$ cat src/rtl/onewire_pkg.sv
// Shared types and default timing for the 1-Wire bus sequencer.
package onewire_pkg;

  typedef enum logic [1:0] {
    OW_RESET = 2'd0,
    OW_BIT   = 2'd1,
    OW_BYTE  = 2'd2,
    OW_NOP   = 2'd3
  } ow_op_e;

  typedef enum logic [2:0] {
    ST_IDLE     = 3'd0,
    ST_RST_LOW  = 3'd1,
    ST_RST_HIGH = 3'd2,
    ST_BIT_LOW  = 3'd3,
    ST_BIT_DRV  = 3'd4,
    ST_BIT_TAIL = 3'd5,
    ST_BIT_REC  = 3'd6,
    ST_DONE     = 3'd7
  } ow_state_e;

  // Standard-speed 1-Wire timing in microseconds.
  localparam int OW_T_RSTL = 480;
  localparam int OW_T_RSTH = 480;
  localparam int OW_T_RSTP = 75;
  localparam int OW_T_DAT0 = 60;
  localparam int OW_T_DAT1 = 5;
  localparam int OW_T_DATS = 15;
  localparam int OW_T_REC  = 5;

endpackage

$ cat src/rtl/onewire_sequencer_if.sv
// Command/response channel between a host and the 1-Wire sequencer.
interface onewire_sequencer_if;
  logic       cmd_valid;
  logic       cmd_ready;
  logic [1:0] cmd_op;
  logic [7:0] cmd_data;
  logic       rsp_valid;
  logic [7:0] rsp_data;
  logic       rsp_presence;

  modport master (
    output cmd_valid, cmd_op, cmd_data,
    input  cmd_ready, rsp_valid, rsp_data, rsp_presence
  );

  modport slave (
    input  cmd_valid, cmd_op, cmd_data,
    output cmd_ready, rsp_valid, rsp_data, rsp_presence
  );
endinterface

$ cat src/rtl/onewire_timer.sv
// Loadable down-counter that times each sequencer phase.
// A phase of N cycles is loaded with N-1; done is high on its last cycle.
module onewire_timer #(
  parameter int W = 8
) (
  input  logic         clk,
  input  logic         rst_n,
  input  logic         load,
  input  logic [W-1:0] load_val,
  output logic [W-1:0] cnt,
  output logic         done
);

  logic [W-1:0] cnt_q, cnt_d;

  // Reload on phase entry, otherwise count down and park at zero.
  always_comb begin
    cnt_d = cnt_q;
    if (load) begin
      cnt_d = load_val;
    end else if (cnt_q != '0) begin
      cnt_d = cnt_q - W'(1);
    end
  end

  // Counter register.
  always_ff @(posedge clk or negedge rst_n) begin
    if (!rst_n) begin
      cnt_q <= '0;
    end else begin
      cnt_q <= cnt_d;
    end
  end

  assign cnt  = cnt_q;
  assign done = (cnt_q == '0);

endmodule

$ cat src/rtl/onewire_sequencer.sv
// 1-Wire master: issues reset/presence, single-bit and byte time slots.
// Every timed phase must be at least one microsecond long.
module onewire_sequencer
  import onewire_pkg::*;
#(
  parameter int CLK_PER_US = 50,
  parameter int T_RSTL     = OW_T_RSTL,
  parameter int T_RSTH     = OW_T_RSTH,
  parameter int T_RSTP     = OW_T_RSTP,
  parameter int T_DAT0     = OW_T_DAT0,
  parameter int T_DAT1     = OW_T_DAT1,
  parameter int T_DATS     = OW_T_DATS,
  parameter int T_REC      = OW_T_REC
) (
  input  logic                clk,
  input  logic                rst_n,
  onewire_sequencer_if.slave  bus,
  output logic                owr_oe,
  input  logic                owr_i
);

  localparam int CW = $clog2(T_RSTH * CLK_PER_US + 1);

  localparam logic [CW-1:0] LD_RSTL = CW'(T_RSTL * CLK_PER_US - 1);
  localparam logic [CW-1:0] LD_RSTH = CW'(T_RSTH * CLK_PER_US - 1);
  localparam logic [CW-1:0] LD_LOW  = CW'(T_DAT1 * CLK_PER_US - 1);
  localparam logic [CW-1:0] LD_DRV  = CW'((T_DATS - T_DAT1) * CLK_PER_US - 1);
  localparam logic [CW-1:0] LD_TAIL = CW'((T_DAT0 - T_DATS) * CLK_PER_US - 1);
  localparam logic [CW-1:0] LD_REC  = CW'(T_REC * CLK_PER_US - 1);
  // Counter value on the last cycle of the presence-sample window.
  localparam logic [CW-1:0] PRES_AT = CW'((T_RSTH - T_RSTP) * CLK_PER_US);

  ow_state_e state_q, state_d;
  ow_op_e    op_q, op_d;
  logic [7:0] wdata_q, wdata_d;
  logic [2:0] bit_q, bit_d;
  logic [7:0] rd_q, rd_d;
  logic       pres_q, pres_d;
  logic [7:0] rsp_data_q, rsp_data_d;
  logic       rsp_pres_q, rsp_pres_d;
  logic       ready_q, ready_d;
  logic       sync1_q, sync1_d;
  logic       sync2_q, sync2_d;

  logic          tmr_load;
  logic [CW-1:0] tmr_val;
  logic [CW-1:0] tmr_cnt;
  logic          tmr_done;

  onewire_timer #(.W(CW)) u_timer (
    .clk      (clk),
    .rst_n    (rst_n),
    .load     (tmr_load),
    .load_val (tmr_val),
    .cnt      (tmr_cnt),
    .done     (tmr_done)
  );

  // Sequencer next-state, capture, sampling and response publication.
  always_comb begin
    state_d    = state_q;
    op_d       = op_q;
    wdata_d    = wdata_q;
    bit_d      = bit_q;
    rd_d       = rd_q;
    pres_d     = pres_q;
    rsp_data_d = rsp_data_q;
    rsp_pres_d = rsp_pres_q;
    sync1_d    = owr_i;
    sync2_d    = sync1_q;

    case (state_q)
      ST_IDLE: begin
        if (bus.cmd_valid && ready_q) begin
          op_d    = ow_op_e'(bus.cmd_op);
          wdata_d = bus.cmd_data;
          bit_d   = '0;
          case (ow_op_e'(bus.cmd_op))
            OW_RESET:        state_d = ST_RST_LOW;
            OW_BIT, OW_BYTE: state_d = ST_BIT_LOW;
            default:         state_d = ST_DONE;
          endcase
        end
      end
      ST_RST_LOW: begin
        if (tmr_done) state_d = ST_RST_HIGH;
      end
      ST_RST_HIGH: begin
        if (tmr_cnt == PRES_AT) pres_d = ~sync2_q;
        if (tmr_done) state_d = ST_DONE;
      end
      ST_BIT_LOW: begin
        if (tmr_done) state_d = ST_BIT_DRV;
      end
      ST_BIT_DRV: begin
        if (tmr_done) begin
          // LSB-first: each new sample enters at the top and shifts down.
          rd_d    = {sync2_q, rd_q[7:1]};
          state_d = ST_BIT_TAIL;
        end
      end
      ST_BIT_TAIL: begin
        if (tmr_done) state_d = ST_BIT_REC;
      end
      ST_BIT_REC: begin
        if (tmr_done) begin
          if (op_q == OW_BYTE && bit_q != 3'd7) begin
            bit_d   = bit_q + 3'd1;
            state_d = ST_BIT_LOW;
          end else begin
            state_d = ST_DONE;
          end
        end
      end
      ST_DONE: state_d = ST_IDLE;
      default: state_d = ST_IDLE;
    endcase

    // Results become visible together with the rsp_valid pulse.
    if (state_d == ST_DONE && state_q != ST_DONE) begin
      case (op_d)
        OW_RESET: rsp_pres_d = pres_d;
        OW_BIT:   rsp_data_d = {7'b0, rd_d[7]};
        OW_BYTE:  rsp_data_d = rd_d;
        default:  ;
      endcase
    end
  end

  // Load the phase timer whenever a new state is entered.
  always_comb begin
    tmr_load = (state_d != state_q);
    tmr_val  = '0;
    case (state_d)
      ST_RST_LOW:  tmr_val = LD_RSTL;
      ST_RST_HIGH: tmr_val = LD_RSTH;
      ST_BIT_LOW:  tmr_val = LD_LOW;
      ST_BIT_DRV:  tmr_val = LD_DRV;
      ST_BIT_TAIL: tmr_val = LD_TAIL;
      ST_BIT_REC:  tmr_val = LD_REC;
      default:     tmr_val = '0;
    endcase
    // Registered so that ready stays low while rst_n is asserted.
    ready_d = (state_d == ST_IDLE);
  end

  // State and datapath registers; async reset releases the bus at once.
  always_ff @(posedge clk or negedge rst_n) begin
    if (!rst_n) begin
      state_q    <= ST_IDLE;
      op_q       <= OW_NOP;
      wdata_q    <= '0;
      bit_q      <= '0;
      rd_q       <= '0;
      pres_q     <= 1'b0;
      rsp_data_q <= '0;
      rsp_pres_q <= 1'b0;
      ready_q    <= 1'b0;
      sync1_q    <= 1'b1;
      sync2_q    <= 1'b1;
    end else begin
      state_q    <= state_d;
      op_q       <= op_d;
      wdata_q    <= wdata_d;
      bit_q      <= bit_d;
      rd_q       <= rd_d;
      pres_q     <= pres_d;
      rsp_data_q <= rsp_data_d;
      rsp_pres_q <= rsp_pres_d;
      ready_q    <= ready_d;
      sync1_q    <= sync1_d;
      sync2_q    <= sync2_d;
    end
  end

  // Open-drain drive: pull low during reset/slot-start, write-0 keeps it low.
  always_comb begin
    owr_oe = 1'b0;
    case (state_q)
      ST_RST_LOW, ST_BIT_LOW:  owr_oe = 1'b1;
      ST_BIT_DRV, ST_BIT_TAIL: owr_oe = ~wdata_q[bit_q];
      default:                 owr_oe = 1'b0;
    endcase
  end

  assign bus.cmd_ready    = ready_q;
  assign bus.rsp_valid    = (state_q == ST_DONE);
  assign bus.rsp_data     = rsp_data_q;
  assign bus.rsp_presence = rsp_pres_q;

endmodule

$ cat src/flat_wrapper.sv
// flat-port wrapper written by rule: the top's interface ports become plain ports
module onewire_sequencer_flat import onewire_pkg::*;
#(
  parameter int CLK_PER_US = 50,
  parameter int T_RSTL     = OW_T_RSTL,
  parameter int T_RSTH     = OW_T_RSTH,
  parameter int T_RSTP     = OW_T_RSTP,
  parameter int T_DAT0     = OW_T_DAT0,
  parameter int T_DAT1     = OW_T_DAT1,
  parameter int T_DATS     = OW_T_DATS,
  parameter int T_REC      = OW_T_REC
)
  (clk, rst_n, owr_oe, owr_i, bus_cmd_valid, bus_cmd_op, bus_cmd_data, bus_cmd_ready, bus_rsp_valid, bus_rsp_data, bus_rsp_presence);
  onewire_sequencer_if bus_i ();
  input  logic clk;
  input  logic rst_n;
  output logic owr_oe;
  input  logic owr_i;
  input wire logic [$bits(bus_i.cmd_valid)-1:0] bus_cmd_valid;
  input wire logic [$bits(bus_i.cmd_op)-1:0] bus_cmd_op;
  input wire logic [$bits(bus_i.cmd_data)-1:0] bus_cmd_data;
  output wire logic [$bits(bus_i.cmd_ready)-1:0] bus_cmd_ready;
  output wire logic [$bits(bus_i.rsp_valid)-1:0] bus_rsp_valid;
  output wire logic [$bits(bus_i.rsp_data)-1:0] bus_rsp_data;
  output wire logic [$bits(bus_i.rsp_presence)-1:0] bus_rsp_presence;
  assign bus_i.cmd_valid = bus_cmd_valid;
  assign bus_i.cmd_op = bus_cmd_op;
  assign bus_i.cmd_data = bus_cmd_data;
  assign bus_cmd_ready = bus_i.cmd_ready;
  assign bus_rsp_valid = bus_i.rsp_valid;
  assign bus_rsp_data = bus_i.rsp_data;
  assign bus_rsp_presence = bus_i.rsp_presence;
  onewire_sequencer #(.CLK_PER_US(CLK_PER_US), .T_RSTL(T_RSTL), .T_RSTH(T_RSTH), .T_RSTP(T_RSTP), .T_DAT0(T_DAT0), .T_DAT1(T_DAT1), .T_DATS(T_DATS), .T_REC(T_REC)) u_core (.clk(clk), .rst_n(rst_n), .bus(bus_i), .owr_oe(owr_oe), .owr_i(owr_i));
endmodule
$ cat config.mk
export PLATFORM = sky130hd
export DESIGN_NAME = onewire_sequencer_flat
export DESIGN_NICKNAME = d
export VERILOG_FILES = /design/src/rtl/onewire_pkg.sv /design/src/rtl/onewire_sequencer_if.sv /design/src/rtl/onewire_timer.sv /design/src/rtl/onewire_sequencer.sv /design/src/flat_wrapper.sv
export SDC_FILE = /design/constraint.sdc
export NUM_CORES = 1
export LEC_CHECK = 0
export BUFFER_PORTS_ARGS = -buffer_cell sky130_fd_sc_hd__buf_2
export CAP_MARGIN = 40
export CELL_PAD_IN_SITES_DETAIL_PLACEMENT = 0
export CELL_PAD_IN_SITES_GLOBAL_PLACEMENT = 1
export CORE_AREA = 3 3 110 80
export DETAILED_ROUTE_END_ITERATION = 6
export DIE_AREA = 0 0 113 83
export PLACE_DENSITY_LB_ADDON = 0.1
export SYNTH_ARGS = -nofsm -noshare
export SYNTH_HDL_FRONTEND = slang
export SYNTH_SLANG_ARGS = --single-unit
export TNS_END_PERCENT = 5
$ cat constraint.sdc
create_clock -name clk -period 5.57 [get_ports clk]
set_input_delay 0.557 -clock clk [delete_from_list [all_inputs] [get_ports clk]]
set_output_delay 0.557 -clock clk [all_outputs]
set_load 0.005 [all_outputs]
# After elaboration in Yosys (flattened, before gate mapping)
# Index checks and enable logic that the tools add are counted.
[totals]
wordCells = 91
out_inout_bits = 12
ff_bits = 52
input_bits = 14
[op_classes]
n_lt_le_gt_ge = 1
n_eq_ne = 26
bitwise = 2
n_addsub = 2
reduce_logical = 21
muxes = 27
[op_table]
columns = ["operator", "n"]
rows = [
  ["$pmux 15 s4", 1],
  ["$mux 3", 11],
  ["$mux 15", 2],
  ["$eq 3x3->1 const B", 8],
  ["$pmux 3 s8", 1],
  ["$mux 8", 2],
  ["$pmux 8 s2", 1],
  ["$eq 15x15->1 const B", 1],
  ["$logic_not 15->1", 1],
  ["$reduce_bool 15->1", 1],
  ["$sub 15x1->15 const B", 1],
  ["$eq 3x2->1 const B", 4],
  ["$pmux 3 s2", 2],
  ["$reduce_or 2->1", 5],
  ["$eq 2x2->1 const B", 3],
  ["$eq 3x1->1 const B", 2],
  ["$logic_not 3->1", 2],
  ["$ne 2x1->1 const B", 3],
  ["$ne 3x3->1 const B", 2],
  ["$reduce_and 2->1", 3],
  ["$reduce_bool 2->1", 3],
  ["$eq 2x1->1 const B", 2],
  ["$logic_not 2->1", 2],
  ["$lt 3x4->1 const B", 1],
  ["other kinds (9)", 15],
]

# Depth between registers and ports, before layout
[depth]
word_depth = 9
ltp_mapped = 9
depth_no_buf = 8

# Cells and area by module
# Synthesis repeated with hierarchy kept, for this count alone.
[unflattened]
hier_cells = 251
hier_area_um2 = 2778.9
[by_module_without_submodules]
columns = ["module", "n_inst", "area_per_inst_um2", "seq_area_each_um2", "cells_per_inst"]
rows = [
  ["onewire_sequencer", 1, 1949.4, 930.9, 172],
  ["onewire_timer", 1, 829.5, 375.4, 79],
]

# Least setup slack after synthesis
# Ideal clock, no wire load.
[synth_timing]
kind = "flip-flop to flip-flop"
from = "reg u_core.u_timer.cnt_q[0], in the netlist u_core.u_timer.cnt[0]"
to = "reg u_core.rsp_data_q[0], in the netlist u_core.bus.rsp_data[0]"
path_slack_ps = 2991
period_less_slack_ps = 2579
t_arrival_ps = 2455
path_stages_with_launch = 10
path_buffers = 1
required_time_ps = 5445
setup_time_ps = 125
path_cell_list = "dfrtp_1 inv_1 ha_1 or3b_2 nor4_4 a21oi_2 or2_1 buf_4 nand3_4 mux2_2"
[synth_via]
elab_chain_cells = 6
word_cells_on_any_way = 14
classes_between = "eq/ne: 1; mux: 10; reduce/logical: 3"
[synth_lines]
columns = ["item", "line_no", "text"]
rows = [
  ["start: declaration", "onewire_timer.sv:14", "logic [W-1:0] cnt_q, cnt_d;"],
  ["start signal: assignment", "onewire_timer.sv:31", "cnt_q <= cnt_d;"],
  ["$logic_not 15->1 *", "onewire_timer.sv:36", "assign done = (cnt_q == '0);"],
  ["$mux 3, or another cell as far along", "onewire_sequencer.sv:106", "if (tmr_done) begin"],
  ["$pmux 3 s8 *", "onewire_sequencer.sv:72", "case (state_q)"],
  ["net u_core.state_d[2]", "onewire_sequencer.sv:33", "ow_state_e state_q, state_d;"],
  ["$eq 3x3->1 *", "onewire_sequencer.sv:120", "if (state_d == ST_DONE && state_q != ST_DONE) begin"],
  ["$logic_and 1x1->1 *", "onewire_sequencer.sv:120", ""],
  ["$reduce_and 2->1 (no line) *", "--", ""],
  ["end signal: assignment", "onewire_sequencer.sv:168", "rsp_data_q <= rsp_data_d;"],
  ["end: declaration", "onewire_sequencer.sv:39", "logic [7:0] rsp_data_q, rsp_data_d;"],
]
# The timed path passes the listed nets; every way through them passes the cells marked *.
# A chain may end at the register's enable or synchronous reset.

# Worst setup path in the final report
[layout_timing]
from = "reg u_core.u_timer.cnt_q[0], in the netlist u_core.u_timer.cnt[0]"
to = "reg u_core.rsp_data_q[0], in the netlist u_core.bus.rsp_data[0]"
[layout_via]
elab_chain_cells = 6
word_cells_on_any_way = 14
classes_between = "eq/ne: 1; mux: 10; reduce/logical: 3"
[layout_lines]
columns = ["item", "line_no"]
rows = [
  ["$logic_not 15->1 *", "onewire_timer.sv:36"],
  ["$mux 3, or another cell as far along", "onewire_sequencer.sv:106"],
  ["$pmux 3 s8", "onewire_sequencer.sv:72"],
  ["$eq 3x3->1", "onewire_sequencer.sv:120"],
  ["$logic_and 1x1->1", "onewire_sequencer.sv:120"],
  ["$reduce_and 2->1 (no line)", "--"],
]
# Mark *: on every way between the ends. The rest lies on a longest branch, timed or not.

==> summary.txt <==
Status = finished, final reports clean
Final Critical Period = 3.14 ns
Setup TNS = 0 ns
Die width = 113 µm
DIE AREA = 0.00938 mm²
Fin crit share = 0.564
Clock skew = 0.00545 ns
Post-synth net total = 295
Synth top area share = 0.440
Routing usage on met1 = 0.222
R2R cell count = 8
Vias = 2018
Slew @ Worst Pin = 0.721 ns
Area leader, netlist = dfrtp_1
Area of the core = 0.00784 mm²
Max-cap violations = 0
Crit start category = flop
Met3 usage = 0.0401
Remaining DRCs = 0
Pre-CTS setup slack = 2.43 ns
Max clock buf depth = 2
Slew Limit Headroom = 0.516
Leak Pwr = 1.48 nW
Post-synthesis sequential element count = 52
Gr busiest metal = met1
Worst endpoint required time = 5.75 ns
# setup viols final = 0
Final std cells w/o fill = 399
RSZ-0062 raised after global routing = no
CTS clk-pin slew, worst paths = 0.07 ns
Via density = 5.06
Cells after synthesis = 275
Largest net degree at the start of global routing = 53
Synth Warn # = 0
Fraction of layout cells with a size suffix above 1 = 0.195
Die extent in y = 83 µm
Hold Crit Depth = 1
Pwr/cell area = 227 mW/mm²
CTS H-tree lvls = 2
Area delta synth->final = 13.4%
CTS tree = built
Top cells by area, synth = dfrtp_1 (44%), nand2_1 (6.3%), mux2i_1 (4.8%), mux2_2 (4.1%), dfstp_2 (3.8%)
Clock latency on the worst-skew pair = 0.30 ns
Max-slew violations = 0
Initial antenna violation count = 0
Mapped Avg Cell Area = 9.94 µm²
CP Capture Type = flop
Root Driver = clkbuf_16
Sequential share of the synthesized area = 0.478
Unique masters post-synth = 54
RePlAce Congestion = 0.764
Commonest cells in the netlist = dfrtp_1 (48), nand2_1 (46), inv_1 (17)
Max FO, Critical Path = 14
Clock sinks = 52
Post-CTS sizing = 0
Number of flops mapped to enable cells by yosys = 0
Grt ovf = 0
# hold bufs at CTS = 0
Hold WC Path Type = in2reg
Number of global-route vias before repair = 2005
First-pass GRT wire length = 10500 µm
Grt met2 use = 0.187
1st-iter DRT viols = 69
FMAX = 318 MHz
I/O pin count = 26
Total Routing Usage GR = 0.142
DP Wirelength = 4370 µm
Setup ws final = 2.43 ns
DRT Wirelength = 6240 µm
Fin nets = 317
Crit Path Class = reg2reg
# diodes = 0
Async SR Flop Fraction = 1.00
# Post-CTS Setup Buffers = 0
Most used flip-flop cell after synthesis = dfrtp_1
Num CTS Buffers = 5
Starting density of the core = 0.349
Peak VDD IR = 0.127 mV
Count leader, synth = dfrtp_1
WHS = 0.354 ns
Post-Syn Area = 0.00273 mm²
DRT antenna net count = 0
Number of buffers added on ports = 25
Fin. Hold Viols = 0
Placed instance count = 391
Data arrival, critical path = 3.33 ns
Rows = 27
Drt pass-1 iters = 4
Post-detailed-route wirelength per cell = 15.6 µm
## critical path: stages (launching register included)
cell	delay, ns
dfrtp_1	0.40
inv_1	0.11
ha_1	0.24
or3b_2	0.51
nor4_4	0.68
nand3_2	0.39
mux2i_1	0.34
mux2i_1	0.10
mux2_2	0.26
## kinds of logic (layout without fill, tap and decap cells)
logic type | Yosys count | after routing | share of synthesized area
simple gates | 108 | 108 | 0.211
flops | 52 | 52 | 0.478
compound gates | 43 | 43 | 0.100
buf+inv | 30 | 53 | 0.0430
mux | 25 | 25 | 0.105
xor+xnor | 11 | 11 | 0.0353
fa+ha+maj | 6 | 6 | 0.0275
## metrics by stage
step	utilization	area (µm²)	power, mW
2_1_floorplan	-	2730	0.387
3_3_place_gp	0.375	2940	0.401
3_5_place_dp	0.377	2950	0.401
4_1_cts	0.395	3100	0.718
5_1_grt	0.395	3100	0.738
6_report	0.395	3100	0.704
## final timing paths
check / start / to / slack (ns)
max in group asynchronous: rst_n / u_core.bus.rsp_data[2] / 4.73
setup / recovery: u_core.u_timer.cnt[0] / u_core.bus.rsp_data[0] / 2.43
hold / removal: owr_i / u_core.sync1_q / 0.35
min in group asynchronous: rst_n / u_core.wdata_q[4] / 0.39
hold reg to reg: u_core.sync1_q / u_core.sync2_q / 0.36
setup reg to reg: u_core.u_timer.cnt[0] / u_core.bus.rsp_data[0] / 2.43
## report_power, final
part,internal [mW],leakage (nW),switching [mW],total [mW]
sequential,0.379,0.614,0.000347,0.379
combinational,0.00383,0.794,0.00964,0.0135
clock,0.168,0.0671,0.144,0.312
total,0.550,1.48,0.154,0.704
## cells in the final DEF (no fill, tap or decap), types with 2 or more instances in the layout
master,n
dfrtp_1,48
nand2_1,46
buf_2,25
inv_1,17
o21ai_0,15
mux2i_1,13
nor2_1,12
nand3_1,12
mux2_2,10
xnor2_1,8
a21oi_1,6
ha_1,6
nor4_1,5
clkbuf_16,5
or3_1,4
a211oi_1,4
nor3_1,4
dfstp_2,4
nand4_1,3
nand2b_1,3
xor2_1,3
or4_1,2
o22ai_1,2
a21o_1,2
nor3b_1,2
mux4_2,2
nor2b_1,2
nand3b_1,2
a2bb2oi_1,2
o31ai_1,2
## area by class of cell
| type | count | area [µm²] |
|---|---|---|
| clock buffers | 6 | 129 |
| clock inverters | 2 | 16.3 |
| fillers | 785 | 4740 |
| inverters | 18 | 67.6 |
| multi-input cells | 193 | 1310 |
| flip-flops and latches | 52 | 1310 |
| well taps | 101 | 126 |
| repair buffers | 27 | 144 |
## state kept, by name, summed over array words and instances (netlist names)
register                 cells
u_core.u_timer.cnt          15
u_core.bus.rsp_data          8
u_core.rd_q                  8
u_core.wdata_q               8
u_core.bit_q                 3
u_core.state_q               3
u_core.op_q                  2
u_core.bus.cmd_ready         1
u_core.bus.rsp_presence      1
u_core.pres_q                1
u_core.sync1_q               1
u_core.sync2_q               1
## metal layers
layer	vias to the layer above	wire length, µm
met4	0	62
met3	7	263
met5	-	0
met1	966	3320
li1	1009	-
met2	36	2590
No activity file was read; power rests on OpenSTA's default activity.
